**config.mk**
```make
export PLATFORM = sky130hd
export DESIGN_NAME = dbg_cmd_engine
export DESIGN_NICKNAME = d
export VERILOG_FILES = /design/src/rtl/dbg_cmd_engine.sv
export SDC_FILE = /design/constraint.sdc
export NUM_CORES = 1
export LEC_CHECK = 0
export BUFFER_PORTS_ARGS = -buffer_cell sky130_fd_sc_hd__buf_4
export CAP_MARGIN = 10
export CORE_ASPECT_RATIO = 0.8
export CORE_MARGIN = 8
export CORE_UTILIZATION = 45
export CTS_CLUSTER_SIZE = 20
export DETAILED_ROUTE_END_ITERATION = 7
export HOLD_SLACK_MARGIN = 0.02
export PLACE_DENSITY = 0.67
export SYNTH_ARGS = -nofsm -noshare
export SYNTH_HDL_FRONTEND = slang
export SYNTH_SLANG_ARGS = --single-unit
```
**constraint.sdc**
```tcl
create_clock -name clk -period 14.6 [get_ports clk]
set_clock_uncertainty 0.15 [all_clocks]
set_input_delay 1.46 -clock clk [delete_from_list [all_inputs] [get_ports clk]]
set_output_delay 1.46 -clock clk [all_outputs]
set_load 0.1 [all_outputs]
```
**src/rtl/dbg_cmd_engine.sv**
```systemverilog
// Host debug command engine: parses 2-byte (cmd, data) packets from the RX FIFO, drives the CPU
// reset/phase/data ports and answers with a framed status packet through the TX FIFO.
module dbg_cmd_engine #(
    parameter int unsigned STATUS_BYTES = 12,
    parameter logic [7:0]  SYNC_BYTE    = 8'hA5,
    parameter int unsigned TIMEOUT_CYC  = 1000000,
    parameter int unsigned PHASE_DIV    = 4
) (
    input  logic                      clk,
    input  logic                      rst,
    input  logic                      rx_empty,
    output logic                      rx_rd,
    input  logic [7:0]                rx_data,
    input  logic                      tx_full,
    output logic                      tx_wr,
    output logic [7:0]                tx_data,
    output logic                      cpu_rst,
    output logic                      clk_ph1,
    output logic                      clk_ph2,
    output logic [7:0]                cpu_din,
    input  logic [STATUS_BYTES*8-1:0] status_in,
    output logic                      busy,
    output logic                      err_timeout
);
    localparam int unsigned TO_W  = $clog2(TIMEOUT_CYC + 1);
    localparam int unsigned DIV_W = $clog2(PHASE_DIV);
    localparam int unsigned IDX_W = $clog2(STATUS_BYTES + 1);

    localparam logic [3:0] StIdle     = 4'd0;
    localparam logic [3:0] StRdCmd    = 4'd1;
    localparam logic [3:0] StWaitData = 4'd2;
    localparam logic [3:0] StRdData   = 4'd3;
    localparam logic [3:0] StExec     = 4'd4;
    localparam logic [3:0] StRun      = 4'd5;
    localparam logic [3:0] StTxSync   = 4'd6;
    localparam logic [3:0] StTxBody   = 4'd7;
    localparam logic [3:0] StTxSum    = 4'd8;

    logic [3:0]       state_q, state_d;
    logic [7:0]       cmd_q, cmd_d, data_q, data_d, din_q, din_d;
    logic             phase_q, phase_d;
    logic [TO_W-1:0]  to_cnt_q, to_cnt_d;
    logic [DIV_W-1:0] div_q, div_d;
    logic [9:0]       rem_q, rem_d;
    logic [IDX_W-1:0] idx_q, idx_d;
    logic             cpu_rst_q, cpu_rst_d, ph1_q, ph1_d, ph2_q, ph2_d, err_q, err_d;
    logic             rd_req, wr_req, load_body;
    logic [7:0]       tx_byte, pbyte, csum;

    // Frame body: index 0 is the phase byte, 1..STATUS_BYTES the captured CPU state
    logic [7:0]       body_q [STATUS_BYTES+1];

    always_comb begin
        if (cmd_q == 8'h00) begin
            pbyte = 8'h00;
        end else if (cmd_q <= 8'h03) begin
            pbyte = {7'd0, ~phase_d} + 8'd1;
        end else begin
            pbyte = 8'hFF;
        end
    end

    always_comb begin
        csum = 8'h00;
        for (int i = 0; i <= STATUS_BYTES; i++) begin
            csum = csum ^ body_q[i];
        end
    end

    always_comb begin
        state_d   = state_q;
        cmd_d     = cmd_q;
        data_d    = data_q;
        phase_d   = phase_q;
        din_d     = din_q;
        to_cnt_d  = to_cnt_q;
        div_d     = div_q;
        rem_d     = rem_q;
        idx_d     = idx_q;
        cpu_rst_d = 1'b0;
        ph1_d     = 1'b0;
        ph2_d     = 1'b0;
        err_d     = 1'b0;
        rd_req    = 1'b0;
        wr_req    = 1'b0;
        tx_byte   = 8'h00;
        case (state_q)
            StIdle: begin
                if (!rx_empty) begin
                    rd_req   = 1'b1;
                    to_cnt_d = '0;
                    state_d  = StRdCmd;
                end
            end
            StRdCmd: begin
                cmd_d    = rx_data;
                to_cnt_d = to_cnt_q + 1'b1;
                state_d  = StWaitData;
            end
            StWaitData: begin
                // A data byte arriving in the expiry cycle still wins
                if (!rx_empty) begin
                    rd_req  = 1'b1;
                    state_d = StRdData;
                end else if (to_cnt_q == TO_W'(TIMEOUT_CYC - 1)) begin
                    err_d   = 1'b1;
                    state_d = StIdle;
                end else begin
                    to_cnt_d = to_cnt_q + 1'b1;
                end
            end
            StRdData: begin
                data_d  = rx_data;
                state_d = StExec;
            end
            StExec: begin
                state_d = StTxSync;
                case (cmd_q)
                    8'h00: begin
                        cpu_rst_d = 1'b1;
                        phase_d   = 1'b0;
                        din_d     = 8'h00;
                    end
                    8'h01: begin
                        din_d   = data_q;
                        ph1_d   = ~phase_q;
                        ph2_d   = phase_q;
                        phase_d = ~phase_q;
                    end
                    8'h02: begin
                        // First pulse issued here; rem counts the pulses still to come
                        din_d   = data_q;
                        ph1_d   = ~phase_q;
                        ph2_d   = phase_q;
                        phase_d = ~phase_q;
                        rem_d   = (data_q == 8'h00) ? 10'd511 : {1'b0, data_q, 1'b0} - 10'd1;
                        div_d   = DIV_W'(PHASE_DIV - 1);
                        state_d = StRun;
                    end
                    default: ;
                endcase
            end
            StRun: begin
                if (rem_q == '0) begin
                    state_d = StTxSync;
                end else if (div_q == '0) begin
                    ph1_d   = ~phase_q;
                    ph2_d   = phase_q;
                    phase_d = ~phase_q;
                    div_d   = DIV_W'(PHASE_DIV - 1);
                    rem_d   = rem_q - 1'b1;
                end else begin
                    div_d = div_q - 1'b1;
                end
            end
            StTxSync: begin
                tx_byte = SYNC_BYTE;
                if (!tx_full) begin
                    wr_req  = 1'b1;
                    idx_d   = '0;
                    state_d = StTxBody;
                end
            end
            StTxBody: begin
                tx_byte = body_q[idx_q];
                if (!tx_full) begin
                    wr_req = 1'b1;
                    if (idx_q == IDX_W'(STATUS_BYTES)) begin
                        state_d = StTxSum;
                    end else begin
                        idx_d = idx_q + 1'b1;
                    end
                end
            end
            StTxSum: begin
                tx_byte = csum;
                if (!tx_full) begin
                    wr_req  = 1'b1;
                    state_d = StIdle;
                end
            end
            default: state_d = StIdle;
        endcase
    end

    assign load_body = (state_d == StTxSync) && (state_q != StTxSync);

    always_ff @(posedge clk) begin
        if (load_body) begin
            body_q[0] <= pbyte;
            for (int i = 0; i < STATUS_BYTES; i++) begin
                body_q[i+1] <= status_in[i*8 +: 8];
            end
        end
    end

    always_ff @(posedge clk) begin
        if (rst) begin
            state_q   <= StIdle;
            cmd_q     <= 8'h00;
            data_q    <= 8'h00;
            phase_q   <= 1'b0;
            din_q     <= 8'h00;
            to_cnt_q  <= '0;
            div_q     <= '0;
            rem_q     <= '0;
            idx_q     <= '0;
            cpu_rst_q <= 1'b1;
            ph1_q     <= 1'b0;
            ph2_q     <= 1'b0;
            err_q     <= 1'b0;
        end else begin
            state_q   <= state_d;
            cmd_q     <= cmd_d;
            data_q    <= data_d;
            phase_q   <= phase_d;
            din_q     <= din_d;
            to_cnt_q  <= to_cnt_d;
            div_q     <= div_d;
            rem_q     <= rem_d;
            idx_q     <= idx_d;
            cpu_rst_q <= cpu_rst_d;
            ph1_q     <= ph1_d;
            ph2_q     <= ph2_d;
            err_q     <= err_d;
        end
    end

    // FIFO strobes are combinational so rx_data lines up with RD_CMD/RD_DATA
    assign rx_rd       = rd_req & ~rst;
    assign tx_wr       = wr_req & ~rst;
    assign tx_data     = rst ? 8'h00 : tx_byte;
    assign busy        = (state_q != StIdle);
    assign cpu_rst     = cpu_rst_q;
    assign clk_ph1     = ph1_q;
    assign clk_ph2     = ph2_q;
    assign cpu_din     = din_q;
    assign err_timeout = err_q;

endmodule
```
==> flow_summary.ini, run 1 <==
[synthesis]
synth.most_common_cell = edfxtp_1
yosysTopAreaCellShare_pct = 35.3
synth_fp_nets = 840
synth_compound_area_share_pct = 10.4
synth-simple-area-share_pct = 13.6
yosys.area.top_type = edfxtp_1
ys_seq_area_share_pct = 52.6
syn-instance-count = 724
avgSynthCellArea_um2 = 11.6
synth_xor_area_share_pct = 11.1
ys_async_sr_fraction_pct = 0
synth_fa_ha_area_share_pct = 1.19
synth_mux_area_share_pct = 8.69
syn_area_um2 = 8420
synth-edff-count = 99
yosysWarnings = 0
synth_cell_types = 61
yosys-top-cells-area = edfxtp_1, dfxtp_1, xnor2_1, mux4_2, xor2_1
synth_common_cells = edfxtp_1, xnor2_1, dfxtp_1, nand2_1, a21oi_1
synthFlopType = edfxtp_1
synth_top_family_by_area = simple AND/OR/NAND/NOR gates
ys_seq_elements = 172

[routing]
initialDrtViolationCount = 417
vias_per_cell = 5.38
drtAntennaViolNets = 0
wirelength_mm = 18.9
drc = 0
num_vias = 5980
wire_per_inst_um = 17.0
drtPass1Iterations = 5

[worst_setup_path]
r2r_end = body_q[1][6]
r2r_start = rem_q[0]
cp-endpoint = tx_data[6]
crit_start = rst
cp_max_fo = 48
crit_type = in -> out
cp-end-kind = output port
worstSetupStartpointType = input port
reg2reg_depth = 9
rrSetupSlack_ns = 10.59
worstPathArrival_ns = 3.31
crit_required_ns = 12.99

[status]
status = completed

[floorplan]
die_w_um = 169
start_util_pct = 46.2
core-area_um2 = 18200
die-area_um2 = 23400
rows = 44
io-pin-count = 131
die_h_um = 138

[clocking]
numCtsBuffers = 17
post_cts_buffers = 0
ctsResizeCount = 0
clkLatencyLatePin_ns = 0.43
htreeDepth = 4
clkSinkCount = 172
cts_hold_buf = 0
cts_tree = built
clk_pin_slew_ns = 0.07
clock_path_buffers = 2
cts_root_buf = clkbuf_16

[timing]
whs_ns = 0.314
worstMarginPinSlew_ns = 0.899
fin_crit_sh_pct = 33.7
finalSetupViolations = 0
slew_headroom_pct = 40.1
fmax_mhz = 203
fin_ws_ns = 9.68
slew_violations = 0
hold_viol = 0
fin_crit_ns = 4.92
rsz0062_at_grt = no
tns_ns = 0

[global_route]
grt-ovfl-total = 0
grt_max_degree = 75
grt_pass1_vias = 5828
grtUsageTotal_pct = 16.2
grt_pass1_wl_mm = 30.5
grt_antenna_before_repair = 0

[min_path]
worstHoldPathType = reg -> reg

[power]
p_per_area_nw_per_um2 = 106
power_switching_uw = 277
vdd_drop_max_mv = 0.0704
pwr-share-comb_pct = 9.5
power_frac_seq_pct = 49.6
internal_power_uw = 799
clockPowerShare_pct = 40.9
p_leak_nw = 3.47
p_sw_share_pct = 25.8
fin_total_pwr_mw = 1.08

[place]
hpwl_mm = 13.5
port_buffers = 130
numPlacedInstances = 1080
gp_routability_congestion = 0.790
dp_slack_ns = 9.71

[run]
drv_cap = 0

[finish]
syn2layout_area_growth_pct = 21.0
stdcell_count = 1112
n_antenna_cell = 0
nets = 962
nFillCells = 1543
drive_above_1_share_pct = 25.4
multi_input_area_um2 = 3790
register_area_um2 = 4440
worst min-delay path by stage:
stage / cells past startpoint / start / end / slack, ns
2_1_floorplan: 1 / div_q[0] / div_q[0] / 0.29
3_3_place_gp: 1 / div_q[0] / div_q[0] / 0.30
3_5_place_dp: 2 / cmd_q[6] / cmd_q[6] / 0.31
4_1_cts: 2 / cmd_q[6] / cmd_q[6] / 0.32
5_1_grt: 2 / cmd_q[4] / cmd_q[4] / 0.35
6_report: 2 / cmd_q[6] / cmd_q[6] / 0.31
power groups by stage:
stage          logic (mW)  registers [mW]  clock network, mW
2_1_floorplan      0.0668           0.543                  0
3_3_place_gp        0.102           0.544                  0
3_5_place_dp        0.102           0.544                  0
4_1_cts             0.103           0.533              0.448
5_1_grt             0.112           0.535              0.469
6_report            0.102           0.533              0.441
logic make-up after synthesis:
family	count (synthesis)
AND/OR/NAND/NOR	212
multiplexers	37
adder cells (fa/ha/maj)	8
flip-flops	172
AO/OA/AOI/OAI	140
buffers and inverters	48
XOR/XNOR	107
metrics by stage:
stage,instance area (um^2),util [%]
floorplan,8420,-
global placement,9620,52.8
detailed placement,9620,52.8
CTS,10200,55.9
global route,10200,55.9
finish,10200,55.9
placed cells by master (no fill, tap or decap), types with 4 or more instances in the layout:
master,Yosys,routed
o22ai_1,9,9
nand2b_1,9,9
and2_1,4,4
inv_1,16,16
a22oi_1,12,12
mux2_2,8,8
a211oi_1,5,5
o31ai_1,10,10
a21o_1,4,4
mux4_2,28,28
xnor2_1,78,78
o211ai_1,4,4
xor2_1,29,29
a21oi_1,47,47
nand3_1,12,12
o21ai_0,31,31
and3_1,5,5
buf_4,1,135
clkbuf_16,0,17
nand2_1,57,57
nor2_1,44,44
nor3b_1,4,4
inv_8,0,5
edfxtp_1,99,99
ha_1,8,8
or4_1,11,11
inv_6,0,4
nand4_1,9,9
or3_1,9,9
dfxtp_1,73,72
nor4_1,12,11
nor3_1,14,14
worst max-delay path, stage by stage:
cell and delay, ns:
buf_4 0.26, inv_1 0.32, nand3_1 0.45, o21ai_0 0.43
buf_4 0.36
state kept, by name, summed over array words and instances, names as in the netlist, named ones only:
name and flops:
cpu_rst 1, clk_ph1 1, err_timeout 1, phase_q 1
data_q 8, cpu_din 8, to_cnt_q 20, rem_q 10
idx_q 4, state_q 4, cmd_q 8, div_q 2
body_q 99, clk_ph2 1
layer usage:
| layer | wire, um | track usage (%) |
|---|---|---|
| met5 | 0 | 0 |
| met2 | 8210 | 23.0 |
| met3 | 1610 | 6.60 |
| met1 | 8930 | 22.9 |
| met4 | 144 | 3.24 |
layout make-up:
class	instances	area share, %
Sequential cell	172	43.5
Multi-Input combinational cell	504	37.2
Timing Repair Buffer	135	9.94
Clock buffer	17	4.17
Tap cell	253	3.11
Clock inverter	15	1.49
Inverter	16	0.589
(Power assumes the default switching activity.)
==> run 2, diff against run 1 <==
clock period = 4.9 ns   (was 14.6 ns; I/O delays follow)
==> flow_summary.ini, run 2 (same netlist as run 1, synthesis figures left out) <==
[timing]
fmax_mhz = 282
slew_headroom_pct = 43.3
rsz0062_at_grt = no
worstMarginPinSlew_ns = 0.844
hold_viol = 0
fin_ws_ns = 1.35
fin_crit_sh_pct = 72.4
finalSetupViolations = 0
fin_crit_ns = 3.55
slew_violations = 0

[global_route]
grt_antenna_before_repair = 0
grt_pass1_wl_mm = 31.9
grt_max_degree = 100
grt_pass1_vias = 6277
grt-ovfl-total = 0
grtUsageTotal_pct = 17.2

[min_path]
hold_start = status_in[2]
worstHoldPathType = in -> reg
min_path_cells = 1
worstHoldEndpoint = body_q[1][2]

[power]
internal_power_mw = 2.51
pwr-share-comb_pct = 9.5
power_frac_seq_pct = 48.3
p_sw_share_pct = 23.7
vdd_drop_max_mv = 0.214
clockPowerShare_pct = 42.3
p_per_area_nw_per_um2 = 321
p_leak_nw = 3.48
power_switching_uw = 781

[status]
status = complete, but fails checks
violations = design-rule violations

[place]
numPlacedInstances = 1079
port_buffers = 130
gp_routability_congestion = 0.814
dp_slack_ns = 1.76
hpwl_mm = 14.8

[routing]
initialDrtViolationCount = 596
wire_per_inst_um = 18.1
drtAntennaViolNets = 0
wirelength_mm = 20.1
drc = 1
num_vias = 6146
drtPass1Iterations = 8
vias_per_cell = 5.53

[clocking]
post_cts_buffers = 0
clk_pin_slew_ns = 0.07
ctsResizeCount = 0
numCtsBuffers = 17
clkSinkCount = 172
cts_root_buf = clkbuf_16
clock_path_buffers = 2
clkLatencyLatePin_ns = 0.43
cts_tree = built
htreeDepth = 4
cts_hold_buf = 0

[worst_setup_path]
cp-end-kind = output port
worstSetupStartpointType = flip-flop
cp_max_fo = 16
worstPathArrival_ns = 2.91
r2r_end = body_q[3][6]
r2r_start = rem_q[0]
crit_type = reg -> out
rrSetupSlack_ns = 1.73
crit_required_ns = 4.26
reg2reg_depth = 7

[floorplan]
core-area_um2 = 18200
io-pin-count = 131
start_util_pct = 46.2
die_h_um = 138
rows = 44
die-area_um2 = 23400
die_w_um = 169

[finish]
nFillCells = 1504
stdcell_count = 1111
syn2layout_area_growth_pct = 21.9
top_regs = body_q (99), to_cnt_q (20), rem_q (10)
nets = 961
largest-register = body_q
n_antenna_cell = 0
drive_above_1_share_pct = 26.0
largest_register_ff_count = 99
final_cell_mix = buf_4, edfxtp_1, xnor2_1
layout_commonest_cell = buf_4

[run]
drv_cap = 0
## run 2: stage by stage
step	utilization (%)	setup TNS (ns)	hold WS [ns]	power, mW	instance area, um^2
2_1_floorplan	-	-51.99	0.287	1.82	8460
3_5_place_dp	53.0	0	0.307	1.93	9650
5_1_grt	56.3	0	0.0513	3.42	10300
6_report	56.3	0	0.0778	3.30	10300
3_3_place_gp	53.0	0	0.305	1.92	9650
4_1_cts	56.3	0	0.0558	3.33	10300
## run 2: worst max-delay path, stage by stage (launching register included)
cell and delay (ns):
dfxtp_1 0.85, buf_4 0.32, mux4_2 0.50, mux2_2 0.27
o22ai_1 0.16, o22ai_1 0.12, buf_4 0.26
## run 2: metal layers
layer	GRT usage [%]	vias to the layer above	wire length (um)	share of wire, %
li1	-	2941	-	-
met1	22.0	2943	8850	44
met2	27.3	234	9380	47
met3	5.41	28	1550	7.7
met4	5.35	0	266	1.3
met5	0	-	0	0
## run 2: power groups by stage
| stage | sequential [mW] | clock [mW] | combinational [mW] |
|---|---|---|---|
| 3_3_place_gp | 1.62 | 0 | 0.303 |
| 3_5_place_dp | 1.62 | 0 | 0.312 |
| 5_1_grt | 1.59 | 1.48 | 0.339 |
| 4_1_cts | 1.59 | 1.43 | 0.313 |
| 6_report | 1.59 | 1.39 | 0.312 |
| 2_1_floorplan | 1.61 | 0 | 0.203 |
## run 2: layout make-up
type	count	area [um^2]	area share [%]
multi-input combinational	504	3820	37.2
sequential	172	4440	43.2
inverter	16	60.1	0.585
timing repair buffer	134	1020	9.92
clock buffer	17	425	4.14
tap	253	317	3.08
clock inverter	15	184	1.79
## run 2: worst max path at each step
stage / cells after the start / to / startpoint
2_1_floorplan: 8 / body_q[0][0] / rem_q[1]
5_1_grt: 5 / tx_data[3] / state_q[0]
6_report: 6 / tx_data[0] / flip-flop
3_5_place_dp: 7 / body_q[2][2] / rem_q[0]
3_3_place_gp: 6 / tx_data[0] / flip-flop
4_1_cts: 6 / tx_data[0] / flip-flop
